==> src/rtl/call_ret_stack.sv <==
// Return-address stack for CALL/RET: push PC+1 on CALL, pop the saved target on RET.
// Build option: define RAS_WRAP_EN so that a push while full overwrites the oldest entry.
module call_ret_stack #(
  parameter int unsigned ADDR_W = 5,
  parameter int unsigned DEPTH  = 8
) (
  input  logic              clk,
  input  logic              rst,
  input  logic              stall,
  input  logic              push,
  input  logic [ADDR_W-1:0] push_addr,
  input  logic              pop,
  output logic [ADDR_W-1:0] target_out,
  output logic              target_valid,
  output logic              empty,
  output logic              full,
  output logic              overflow_err,
  output logic              underflow_err
);

  localparam int unsigned SP_W  = (DEPTH > 1) ? $clog2(DEPTH) : 1;
  localparam int unsigned CNT_W = $clog2(DEPTH + 1);

  logic [ADDR_W-1:0] r_mem [DEPTH];
  logic [SP_W-1:0]   r_sp;
  logic [CNT_W-1:0]  r_count;
  logic              r_unf;

  logic [SP_W-1:0]   w_top_idx;
  logic              w_empty;
  logic              w_full;

  // sp is the next free slot, so the top entry sits one below it (mod DEPTH)
  assign w_top_idx = r_sp - SP_W'(1);
  assign w_empty   = (r_count == CNT_W'(0));
  assign w_full    = (r_count == CNT_W'(DEPTH));

  assign target_out    = w_empty ? ADDR_W'(0) : r_mem[w_top_idx];
  assign target_valid  = !w_empty;
  assign empty         = w_empty;
  assign full          = w_full;
  assign underflow_err = r_unf;

`ifdef RAS_WRAP_EN
  assign overflow_err = 1'b0;

  always_ff @(posedge clk) begin
    if (rst) begin
      r_mem   <= '{default: '0};
      r_sp    <= '0;
      r_count <= '0;
      r_unf   <= 1'b0;
    end else if (!stall) begin
      case ({push, pop})
        2'b10: begin
          // when full, sp already points at the oldest entry
          r_mem[r_sp] <= push_addr;
          r_sp        <= r_sp + SP_W'(1);
          if (!w_full) r_count <= r_count + CNT_W'(1);
        end
        2'b01: begin
          if (!w_empty) begin
            r_sp    <= w_top_idx;
            r_count <= r_count - CNT_W'(1);
          end else begin
            r_unf <= 1'b1;
          end
        end
        2'b11: begin
          if (!w_empty) begin
            r_mem[w_top_idx] <= push_addr;
          end else begin
            r_mem[r_sp] <= push_addr;
            r_sp        <= r_sp + SP_W'(1);
            r_count     <= r_count + CNT_W'(1);
          end
        end
        default: ;
      endcase
    end
  end
`else
  logic r_ovf;

  assign overflow_err = r_ovf;

  always_ff @(posedge clk) begin
    if (rst) begin
      r_mem   <= '{default: '0};
      r_sp    <= '0;
      r_count <= '0;
      r_unf   <= 1'b0;
      r_ovf   <= 1'b0;
    end else if (!stall) begin
      case ({push, pop})
        2'b10: begin
          if (!w_full) begin
            r_mem[r_sp] <= push_addr;
            r_sp        <= r_sp + SP_W'(1);
            r_count     <= r_count + CNT_W'(1);
          end else begin
            r_ovf <= 1'b1;
          end
        end
        2'b01: begin
          if (!w_empty) begin
            r_sp    <= w_top_idx;
            r_count <= r_count - CNT_W'(1);
          end else begin
            r_unf <= 1'b1;
          end
        end
        2'b11: begin
          // simultaneous CALL/RET replaces the top; on empty it degrades to a push
          if (!w_empty) begin
            r_mem[w_top_idx] <= push_addr;
          end else begin
            r_mem[r_sp] <= push_addr;
            r_sp        <= r_sp + SP_W'(1);
            r_count     <= r_count + CNT_W'(1);
          end
        end
        default: ;
      endcase
    end
  end
`endif

endmodule

==> config.mk <==
export PLATFORM = sky130hd
export DESIGN_NAME = call_ret_stack
export DESIGN_NICKNAME = d
export VERILOG_FILES = /design/src/rtl/call_ret_stack.sv
export SDC_FILE = /design/constraint.sdc
export NUM_CORES = 1
export LEC_CHECK = 0
export ABC_AREA = 1
export CAP_MARGIN = 20
export CORE_ASPECT_RATIO = 0.5
export CORE_MARGIN = 3
export CORE_UTILIZATION = 50
export CTS_BUF_LIST = sky130_fd_sc_hd__clkbuf_8 sky130_fd_sc_hd__clkbuf_16
export DETAILED_ROUTE_END_ITERATION = 10
export PLACE_DENSITY = 0.67
export SETUP_SLACK_MARGIN = 0.02
export SYNTH_ARGS = -nofsm -noshare
export SYNTH_HDL_FRONTEND = slang
export SYNTH_SLANG_ARGS = --single-unit
==> constraint.sdc <==
create_clock -name clk -period 2.7 [get_ports clk]
set_clock_uncertainty 0.05 [all_clocks]
set_input_delay 0.81 -clock clk [delete_from_list [all_inputs] [get_ports clk]]
set_output_delay 0.81 -clock clk [all_outputs]
set_load 0.02 [all_outputs]
==> flow_summary.json <==
{
  "period_share_pct": 96.4,
  "firstDrtPassIters": 5,
  "ys_seq_area_share_pct": 30.0,
  "rows": 20,
  "rr_endpoint": "r_mem[31]$_SDFFE_PP0P_",
  "chipHeight_um": 63.2,
  "drtAntennaViolNets": 0,
  "grt.met2_usage_pct": 32.1,
  "synth_top_family_by_area": "simple AND/OR/NAND/NOR gates",
  "ys_ff_latch": 49,
  "grt.total_usage_pct": 24.0,
  "grt_pass1_wl_mm": 14.4,
  "hold_buffers": 0,
  "synth.cell_area_um2": 3270,
  "numCtsBuffers": 5,
  "synthAdderAreaFrac_pct": 1.15,
  "cts_root_buffer": "clkbuf_16",
  "routed_wirelength_mm": 8.65,
  "end_kind": "output port",
  "dp_hpwl_mm": 6.27,
  "synth_compound_area_share_pct": 13.4,
  "diodes": 0,
  "status": "finished clean",
  "ctsHtreeMaxLevel": 2,
  "ys_warn_count": 0,
  "worstHoldPathType": "reg -> reg",
  "powerDensity_nw_per_um2": 579,
  "stdcell_count": 653,
  "drive_above_1_share_pct": 12.6,
  "preCtsSetupSlack_ns": -0.193,
  "critPathCapture": "target_out[0]",
  "dieArea_um2": 7600,
  "final_core_util_pct": 61.0,
  "rsz0062_at_grt": "no",
  "grt_pass1_vias": 2852,
  "p_leak_nw": 1.80,
  "worst_setup_path_start_kind": "register",
  "synth.area.mux_share_pct": 0,
  "synthXorXnorAreaFrac_pct": 1.07,
  "use_met1_pct": 38.6,
  "grt.overflow.total": 0,
  "reg2reg_from": "r_sp[0]$_SDFFE_PP0P_",
  "synth_fp_nets": 560,
  "final_max_slew_viol_count": 0,
  "max-slew-margin-rel_pct": 68.8,
  "wl_per_cell_um": 13.2,
  "max_freq_ghz": 0.384,
  "final_nets": 577,
  "path_clk_slew_ns": 0.07,
  "required_ns": 1.84,
  "power_mw": 2.19,
  "synthToLayoutAreaGrowth_pct": 15.8,
  "period_needed_ns": 2.60,
  "ioPinCount": 20,
  "io_buffer_count": 19,
  "remaining_drc_errors": 0,
  "dp.cells": 645,
  "final-setup-viol-count": 0,
  "postSynthCellCount": 547,
  "vias_per_cell": 4.93,
  "crit_path_max_fanout": 24,
  "drtIter0Drc": 302,
  "start_util_pct": 52.7,
  "grt_max_degree": 49,
  "hold_viol": 0,
  "grt_antenna_before_repair": 0,
  "arrival_ns": 1.74,
  "hp-start": "overflow_err$_SDFFE_PP0P_",
  "drv_cap": 0,
  "die_width_um": 120,
  "ff2ff_setup_slack_ns": 1.02,
  "critPathLaunch": "r_sp[0]$_SDFFE_PP0P_",
  "clk_latency_ns": 0.29,
  "fin_ws_ns": 0.0968,
  "grt.busiest_layer": "met1",
  "ir_drop_mv": 0.287,
  "core-area_um2": 6210,
  "hold_ws_ns": 0.432,
  "syn_area_per_cell_um2": 5.97,
  "worst-setup-path-type": "reg -> out",
  "cts_tree": "done",
  "clockBufferDepth": 2,
  "vias": 3219,
  "cts.sinks": 49,
  "reg2reg_depth": 12,
  "gp_congestion": 0.939,
  "worstMarginPinSlew_ns": 0.466,
  "synthSimpleGateAreaFrac_pct": 37.7,
  "synth_cell_types": 24,
  "grt_util_met3_pct": 5.02
}
[flip-flops by register name, indices dropped and copies added, names as in the netlist]
name / flops
r_mem: 40
r_count: 4
r_sp: 3
overflow_err: 1
underflow_err: 1
[placed cells by master, fill, tap and decap left out, types with 2 or more instances in the layout]
cell	n
a21oi_1	52
a21oi_2	5
a31oi_1	2
buf_12	3
buf_2	2
buf_4	18
clkbuf_16	5
clkdlybuf4s50_1	13
clkinv_1	9
clkinvlp_4	2
dfxtp_1	48
ha_1	2
inv_1	84
inv_2	7
nand2_1	129
nand2_2	10
nand2_4	2
nand3_1	61
nand3_2	8
nand4_1	5
nor2_1	56
nor2_4	2
o21ai_0	25
o21ai_1	3
xor2_1	3
[worst min-delay path by stage]
| stage | depth (start not counted) | slack [ns] | endpoint |
|---|---|---|---|
| CTS | 2 | 0.44 | underflow_err$_SDFFE_PP0P_ |
| global placement | 2 | 0.42 | underflow_err$_SDFFE_PP0P_ |
| global route | 2 | 0.47 | underflow_err$_SDFFE_PP0P_ |
| finish | 2 | 0.43 | overflow_err$_SDFFE_PP0P_ |
| floorplan | 4 | 0.43 | r_mem[17]$_SDFFE_PP0P_ |
| detailed placement | 2 | 0.42 | underflow_err$_SDFFE_PP0P_ |
[routing by layer]
layer  wire length (µm)  vias to the layer above  share of wire [%]
met2               3260                       98                 38
met3                631                       14                7.3
li1                   -                     1733                  -
met1               4670                     1374                 54
met4                 94                        0                1.1
met5                  0                        -                  0
[synth_stat cells]
cell        n  area share (%)
a21oi_1    57             8.7
inv_2       6            0.69
nor2_2      1            0.19
nand4_1     5            0.96
clkbuf_1   11             1.3
or2_2       1            0.19
nand3_2     8             2.5
buf_1       3            0.34
nand2_1   129              15
nand3_1    61             9.3
buf_2       7             1.1
dfxtp_1    49              30
nor2_4      2            0.69
o21ai_0    28             4.3
ha_1        3             1.1
xor2_1      3            0.80
inv_1      86             9.9
a31oi_1     2            0.38
buf_6       7             2.4
nand2_4     2            0.69
xnor2_1     1            0.27
nor2_1     56             6.4
clkinv_1    9             1.0
nand2_2    10             1.9
[critical path: stages (launching register included)]
cell     delay [ns]
dfxtp_4        0.36
buf_12         0.15
o21ai_0        0.40
nand2_1        0.10
nand2_1        0.07
nand2_1        0.07
a21oi_2        0.14
buf_4          0.15
[through the flow]
| stage | instance area (µm²) | setup TNS, ns |
|---|---|---|
| after global routing | 3790 | 0 |
| after global placement | 3600 | -0.655 |
| after floorplan | 3290 | 0 |
| after detailed placement | 3600 | -0.839 |
| final | 3790 | 0 |
| after CTS | 3770 | 0 |
[power breakdown]
group / internal [mW] / switching, mW
Sequential: 0.767 / 0.0278
Combinational: 0.238 / 0.420
Clock: 0.462 / 0.278
[cell type report]
class,instances,area [µm²]
clock buffer,6,139
clock inverter,2,37.5
fill,647,2420
inverter,101,383
multi-input combinational,369,1770
sequential,49,985
tap,88,110
timing repair buffer,38,359
[logic make-up (layout without fill, tap and decap cells)]
kind of cell    count (synthesis)  after routing
simple gates                  275            275
buf+inv                       129            147
flops                          49             49
fa+ha+maj                       3              3
compound gates                 87             87
xor+xnor                        4              4
[timing repair]
item,in CTS,in global routing
gates cloned,0,0
buffers inserted,0,0
pin swaps,0,1
gates resized for setup,27,6
endpoints found under the setup margin,6,6
No activity file was read; power rests on OpenSTA's default activity.
==> RTL change (same settings) <==
Set the parameter `ADDR_W` to 6 (it was 5).
--- a/src/rtl/call_ret_stack.sv
+++ b/src/rtl/call_ret_stack.sv
@@ -1,7 +1,7 @@
 // Return-address stack for CALL/RET: push PC+1 on CALL, pop the saved target on RET.
 // Build option: define RAS_WRAP_EN so that a push while full overwrites the oldest entry.
 module call_ret_stack #(
-  parameter int unsigned ADDR_W = 5,
+  parameter int unsigned ADDR_W = 6,
   parameter int unsigned DEPTH  = 8
 ) (
   input  logic              clk,
Interface: changed (resized push_addr and target_out); port bits go from 20 to 22. The function was not compared with the original's and may differ.
==> RTL change against the unedited design <==
Area after synthesis is 14% higher. Sequential cell count grew 8. Wire length rose by 12%. Combinational power is 19% higher. Die area rose by 13%. Critical endpoint is now target_out[2]. Design area rose by 18%. Largest cell class unchanged. Critical path depth up 1. Power is 29% higher. Setup slack improved by 14 ps.
==> RTL change: results (changes against the unedited design) <==
[yosys]
postSynthCellCount = 617  ; +13%
yosysSeqAreaShare = 0.3072  ; +0.007021
synth_compound_area_frac = 0.1273  ; -0.006681
synthDistinctLibCells = 27  ; +13%
synth_xor_xnor_area_share = 0.009431  ; -0.001289
syn_nets = 631  ; +13%

[route]
drtIter0Drc = 358  ; +19%
drt_wl_total_mm = 9.724  ; +12%
via_per_inst = 5.047  ; +2.4%
num_vias = 3745  ; +16%

[placement]
routabilityCongestion = 0.8645  ; -8.0%
dpl.hpwl_mm = 6.865  ; +9.6%
numPortBuffers = 21  ; +2
placed_cells = 725  ; +12%
placed_cell_area_sq_um = 4120  ; +14%

[clock_network]
clk_pin_slew_ps = 40  ; -30 ps
htree_levels = 3  ; +1
insertion_delay_ps = 330  ; +40 ps

[final_layout]
nets = 659  ; +14%
largest_reg_flops = 48  ; +20%

[power]
cellLeakagePower_nw = 2.180  ; +21%
ir_drop_mv = 0.3848  ; +34%
switchingPower_mw = 0.8948  ; +23%

[global_route]
grt.met3_usage = 0.05765  ; +0.007422
track_usage = 0.2477  ; +0.007621
grt_pass1_vias = 3287  ; +15%
grt_max_degree = 35  ; -29%
gr-usage-met2 = 0.3770  ; +0.05550
grt_pass1_wl_mm = 16.56  ; +15%
met1_usage = 0.3547  ; -0.03086

[sta]
worst_pin_slew_ps = 492.8  ; +26.98 ps

[status]
outcome = completed

RTL change: worst paths after layout:
check / start / endpoint / slack, ps / depth (start not counted)
worst max-delay path: r_sp[0] / target_out[2] / 110 / 8
worst min-delay path: underflow_err / underflow_err / 420 / 2
worst max register to register: r_sp[0] / r_mem[24] / 1000 / 12
worst min register to register: underflow_err / underflow_err / 420 / 2
RTL change: final cells by class:
cell class	count	area, sq um
clock inverters	6	51.30
inverters	109	416.7
well taps	92	115.1
repair buffers	50	496.7
flip-flops and latches	57	1144
fillers	678	2485
multi-input cells	418	1989
clock buffers	10	239.0
RTL change: cell families (layout without fill, tap and decap cells):
family,Yosys count,count (layout)
buf+inv,142,175
simple gates,317,317
xor+xnor,4,4
compound gates,94,94
flops,57,57
fa+ha+maj,3,3
RTL change: what timing repair did:
item / CTS / global route
gates resized for setup: 27 / 24
pin swaps: 0 / 5
buffers inserted: 0 / 1
setup endpoints to repair: 6 / 7
gates cloned: 0 / 0
endpoints found under the hold margin: 0 / 0
RTL change: power groups by stage:
stage	Clock (mW)	Sequential (mW)	Combinational, mW
CTS	1.13	0.921	0.747
detailed placement	0	0.938	0.744
floorplan	0	0.935	0.500
global route	1.17	0.927	0.879
finish	1.12	0.923	0.781
global placement	0	0.938	0.739
RTL change: worst max-delay path, cell delays in order, from the launching register on:
cell	delay, ps
dfxtp_2	340
inv_2	50
ha_4	300
buf_12	120
a21oi_1	30
o21ai_0	120
nand3_1	110
a21oi_1	150
buf_4	170
RTL change: layer usage:
| layer | vias to the layer above | wire, um |
|---|---|---|
| met5 | - | 0 |
| met4 | 0 | 78 |
| met3 | 8 | 681 |
| met2 | 122 | 3929 |
| met1 | 1648 | 5035 |
| li1 | 1967 | - |
